$ cat src/rtl/bus_control_logic.sv
// Host-bus front end of the 8259-compatible PIC: latches CPU writes
// and decodes each completed write into a one-cycle command strobe.
//
// Ports:
//   clock, reset            system clock, synchronous active-high reset
//   chip_select_n           CS#, active low
//   read_enable_n           RD#, active low
//   write_enable_n          WR#, active low
//   data_bus_in[7:0]        CPU write data
//   A0                      register address bit
//   internal_data_bus[7:0]  latched write data
//   write_*                 one-cycle command strobes (ICW1, ICW2-4,
//                           OCW1, OCW2, OCW3)
//   read                    read cycle active (combinational)
module bus_control_logic (
    input  logic       clock,
    input  logic       reset,
    input  logic       chip_select_n,
    input  logic       read_enable_n,
    input  logic       write_enable_n,
    input  logic [7:0] data_bus_in,
    input  logic       A0,
    output logic [7:0] internal_data_bus,
    output logic       write_initial_command_word_1_reset,
    output logic       write_initial_command_word_2_4,
    output logic       write_operation_control_word_1,
    output logic       write_operation_control_word_2,
    output logic       write_operation_control_word_3,
    output logic       read
);

    logic [7:0] r_data;
    logic       r_stable_a0;
    logic       r_prev_wr;
    logic       w_write_flag;
    logic       w_wr_active;

    assign w_wr_active = ~chip_select_n & ~write_enable_n;

    always_ff @(posedge clock) begin
        if (reset) begin
            r_data      <= 8'h00;
            r_stable_a0 <= 1'b0;
            r_prev_wr   <= 1'b1;
        end else begin
            if (w_wr_active) begin
                r_data      <= data_bus_in;
                r_stable_a0 <= A0;
            end
            // CS# high forces "not writing" so WR# toggles without
            // chip select never arm a strobe.
            r_prev_wr <= chip_select_n ? 1'b1 : write_enable_n;
        end
    end

    // WR# alone ends the write, so CS# rising with WR# still counts.
    assign w_write_flag = ~r_prev_wr & write_enable_n & ~reset;

    always_comb begin
        write_initial_command_word_1_reset = 1'b0;
        write_initial_command_word_2_4     = 1'b0;
        write_operation_control_word_1     = 1'b0;
        write_operation_control_word_2     = 1'b0;
        write_operation_control_word_3     = 1'b0;
        if (w_write_flag) begin
            write_initial_command_word_1_reset =
                ~r_stable_a0 & r_data[4];
            write_initial_command_word_2_4 = r_stable_a0;
            write_operation_control_word_1 = r_stable_a0;
            write_operation_control_word_2 =
                ~r_stable_a0 & ~r_data[4] & ~r_data[3];
            write_operation_control_word_3 =
                ~r_stable_a0 & ~r_data[4] & r_data[3];
        end
    end

    assign internal_data_bus = r_data;
    assign read              = ~chip_select_n & ~read_enable_n;

endmodule

$ cat config.mk
export PLATFORM = sky130hd
export DESIGN_NAME = bus_control_logic
export DESIGN_NICKNAME = d
export VERILOG_FILES = /design/src/rtl/bus_control_logic.sv
export SDC_FILE = /design/constraint.sdc
export NUM_CORES = 1
export LEC_CHECK = 0
export CORE_AREA = 4 4 41 43
export CTS_BUF_LIST = sky130_fd_sc_hd__clkbuf_8
export DETAILED_ROUTE_END_ITERATION = 8
export DIE_AREA = 0 0 45 47
export HOLD_SLACK_MARGIN = 0.05
export PLACE_DENSITY = 0.76
export SKIP_LAST_GASP = 1
export SLEW_MARGIN = 20
export SYNTH_ARGS = -nofsm -noshare
export SYNTH_HDL_FRONTEND = slang
export SYNTH_SLANG_ARGS = --single-unit
$ cat constraint.sdc
create_clock -name clock -period 1.38 [get_ports clock]
set_input_delay 0.276 -clock clock [delete_from_list [all_inputs] [get_ports clock]]
set_output_delay 0.276 -clock clock [all_outputs]
set_load 0.02 [all_outputs]
* Yosys cells after proc, flatten, opt, wreduce, memory -nomap -nowiden *
Cells that the tools add are included.

storage, ports and cells
  bits in registers = 10
  latch bits = 0
  bits in writable memories = 0
  memory bits (read-only) = 0
  bits of input ports = 14
  memories = 0

operators by class
  $add $sub $neg = 0
  multipliers = 0
  div/mod/pow operators = 0
  magnitude comparators = 0
  equality and inequality tests = 0
  shift-type cells = 0
  multiplexer cells = 4
  bitwise logic cells = 16
  reduce and logical (&&, ||, !) cells = 1

operators by type and width
  cell                number
  1-bit AND           8
  1-bit inverter      8
  1-bit 2-to-1 mux    4
  2-bit OR reduction  1

* Longest topological paths before layout *
  word-level depth = 4
  mapped depth = 4

* Worst setup path before layout *
No wires, ideal clock.

  path type = in2out
  start point = in write_enable_n
  end point = out write_operation_control_word_1
  data arrival time = 1.328 ns
  path slack = -0.224 ns
  stages = 4
  cells stage by stage = clkbuf_1 -> nand2_1 -> nor3_1 -> buf_4

between the ends
  cells in the longest elaborated chain, start to end = 3

ends and longest elaborated chain
  element                 RTL line  text
  start, declared         20        input logic write_enable_n,
  1-bit AND (2 in a row)  57        assign w_write_flag = ~r_prev_wr & write_enable_n & ~reset;
  1-bit 2-to-1 mux        n/a
  end, declared           26        output logic write_operation_control_word_1,

No other way between the ends.

* Worst setup path after layout *
  start point = reg r_stable_a0
  end point = out write_operation_control_word_3

between the ends
  cells in the longest elaborated chain, start to end = 4

ends and longest elaborated chain
  element                 RTL line  text
  start, declared         33        logic r_stable_a0;
  start signal, assigned  43        r_stable_a0 <= 1'b0;
  start signal, assigned  48        r_stable_a0 <= A0;
  1-bit inverter          73        ~r_stable_a0 & ~r_data[4] & r_data[3];
  1-bit AND (2 in a row)  73
  1-bit 2-to-1 mux        65        if (w_write_flag) begin
  end, declared           28        output logic write_operation_control_word_3,

No other way between the ends.

==> key figures <==
Finish
  • Fraction of layout instances using a drive strength above 1: 0.271
  • Commonest non-fill, non-tap cell in the layout: clkdlybuf4s50_1
  • Area occupied by multi-input gates: 250 um2
  • Final layout net count: 100
  • Seq. cell area: about 200 um2
  • Antenna Diode Count: 0
  • Number of inserted filler cells in the final layout: roughly 140
  • Commonest cells after routing, fill and taps aside: clkdlybuf4s50_1 (11), dlygate4sd2_1 (10), dfxtp_1 (10)
  • Area growth from synthesis to final layout: 81.6%

STA
  • Worst Slack Setup Final: -0.337 ns
  • Final worst-path cycle share: 1.24
  • Final Max Slew Viols: 0
  • Slew headroom: 0.847
  • Max Freq: 0.583 GHz
  • Pin slew with the least headroom to its limit: approximately 0.23 ns
  • Final-report hold violation count: 0
  • Total of endpoints with negative setup slack in the final report: 3
  • Final Critical Period: 1.72 ns
  • RSZ-0062 raised after global routing: yes
  • Clock Skew: 0 ns

Synthesis
  • Share of cell area taken by muxes after synthesis: 0
  • Post-Synthesis Cells: 52
  • Avg Synthesized Cell Area: slightly below 9 um2
  • Xor and xnor area share after synthesis: 0
  • Synthesized-area fraction occupied by and/or/nand/nor cells: 0.308
  • Mapped Nets: 66
  • Area fraction in compound gates after synthesis: 0.189
  • Netlist area before placement: 463 um2
  • Post-Synth Adder-Cell Area: 0
  • Synth Register Bits: 10
  • Sequential area share after synthesis: 0.432
  • Synthesis Warnings: 0
  • Main combinational cell family by area after synthesis: simple AND/OR/NAND/NOR gates
  • Number of distinct standard cells referenced by the synthesized netlist: 18

Worst setup path
  • Top delay family on crit path: simple AND/OR/NAND/NOR gates
  • Type of element launching the critical path: register
  • Worst reg-to-reg path cell count: 3
  • Crit path kind: register to output pin
  • CP arrival: between 1 and 1.5 ns
  • Worst endpoint required time: around 1.1 ns
  • Delay of the slowest cell on the worst path: ~0.56 ns
  • Ordered cell list for the critical path: or4b_4, nor3b_4, buf_6
  • Crit-path max FO: 3
  • Crit-path slowest cell: or4b_4
  • Bufs and invs on worst path: 1
  • Stages on the worst setup path: 3
  • CP endpoint kind: output pin
  • Register-to-Register Setup Slack: ~0.43 ns

Clock network
  • Bufs on Longest Clock Path: 2
  • Number of sinks driven by the clock tree: 10
  • Clock buffer count from CTS: 3
  • Root buffer cell: clkbuf_8
  • CTS clock-pin slew for the worst setup and hold paths: approximately 0.050 ns
  • Later-pin clock latency in the skew report: ~0.23 ns
  • Clock tree from TritonCTS: built
  • Level count of the clock H-tree: 1
  • Number of buffers inserted by hold repair at cts: 0

Power and ir drop
  • Overall power consumption: 0.805 mW
  • Power per Cell Area: approximately 960 mW/mm2
  • Leakage: ~0.37 nW
  • Worst ir drop on vdd: around 0.00089 V

Route
  • Sum of met3 wire segment lengths after detailed routing: 141 um
  • Uppermost layer routed: met4
  • Final ANT Viol Nets: 0
  • Met2 Wirelength: 524 um
  • DRC violations left: 0
  • Vias after detailed routing: approximately 490
  • Final wirelength: around 1.2 mm
  • Routed wire per std cell: between 10 and 15 um
  • Vias per Instance: between 4 and 5
  • Count of TritonRoute iterations in the first routing pass: 2
  • Iteration-0 DRC Markers: 7
  • Met1 Routed Length: 499 um

Die
  • Die span in y: roughly 47 um
  • Standard cell core area: roughly 0.0013 mm2
  • Starting utilization of the core area: 0.356
  • Top-Level Pins: 28
  • Area of the die: 0.00212 mm2
  • Die Width: roughly 45 um
  • Row cnt: 13

Status
  • Result of the run: finished, violations left
  • Violated checks: setup timing

Global routing
  • Number of global-route vias before repair: 451
  • First-pass GRT wire length: 1.86 mm
  • Maximum number of pins on one net before global-route repair: 21
  • Overflow left after global routing: 0
  • Antenna violations before repair: 0
  • Total global routing track utilization: 0.125

Flow run
  • Reported max-cap violation count: 0

Place
  • Placer Congestion: between 0.6 and 0.7
  • Dpl hpwl: roughly 800 um
  • Count of input and output buffers: 27
  • Pre-CTS setup slack: -0.999 ns

Hold path
  • Count of cells along the worst hold path: 2
  • Class of the most critical hold timing path: register to register
-- layout make-up --
cell class,instances,area share
clock buffers,4,0.0655
multi-input cells,35,0.298
well taps,15,0.0223
flip-flops and latches,10,0.238
inverters,1,0.00446
repair buffers,35,0.372
-- flip-flops by register name, indices dropped and copies added, names as in the netlist --
signal             cells
internal_data_bus      8
r_prev_wr              1
r_stable_a0            1
-- timing repair --
action / in CTS / in global routing
gates resized for setup: 38 / 6
gates cloned: 0 / 1
setup buffers: 0 / 1
setup endpoints to repair: 14 / 7
pin swaps: 2 / 2
-- worst register-to-register path: stages, from the launching register on --
cell and delay, ns:
dfxtp_1 0.42, inv_1 0.10, buf_4 0.14, o31ai_1 0.21
-- cells in the mapped netlist --
master	n	share of area
a21oi_1	8	0.086
buf_2	1	0.011
buf_4	1	0.016
clkbuf_1	3	0.024
clkbuf_2	1	0.011
dfxtp_1	10	0.43
inv_1	1	0.0081
nand2_1	1	0.0081
nor2_1	3	0.024
nor3_1	1	0.011
nor3_2	1	0.022
nor3b_2	1	0.027
o21ai_0	8	0.086
o31ai_1	1	0.016
or3_1	1	0.014
or3b_1	8	0.15
or4b_1	1	0.022
or4b_4	1	0.030
-- power by group --
part           total (mW)  internal [mW]  switching [mW]
clock               0.364          0.251           0.113
sequential          0.311          0.303         0.00786
combinational       0.130         0.0722          0.0582
total               0.805          0.626           0.179
-- metal layers --
layer,vias to the layer above,track usage
met5,-,0
met4,0,0.0702
met3,2,0.0613
met2,25,0.189
met1,208,0.143
li1,253,-
-- through the flow --
stage                     hold slack (ns)  area, um2  setup TNS [ns]   util  cells
after global routing                0.502        841           -1.06  0.646    100
after global placement              0.459        782           -5.01  0.601     94
after CTS                           0.473        816          -0.938  0.627     98
after floorplan                     0.375        477         -0.0977      -     52
after detailed placement            0.470        782           -5.34  0.601     94
final                               0.474        841          -0.887  0.646    100
-- path summary, 6_finish.rpt --
| path | start | endpoint |
|---|---|---|
| worst max-delay path | r_stable_a0 | write_operation_control_word_3 |
| worst min-delay path | internal_data_bus[7] | internal_data_bus[7] |
| worst max register to register | internal_data_bus[4] | internal_data_bus[4] |
| worst min register to register | internal_data_bus[7] | internal_data_bus[7] |
-- logic make-up (layout without fill, tap and decap cells) --
kind of cell	after synthesis	count (layout)
and+or+nand+nor	18	18
AOI/OAI and AO/OA	17	17
DFF	10	10
buffers and inverters	7	40
Note: power is estimated with default switching activity, not from simulation.
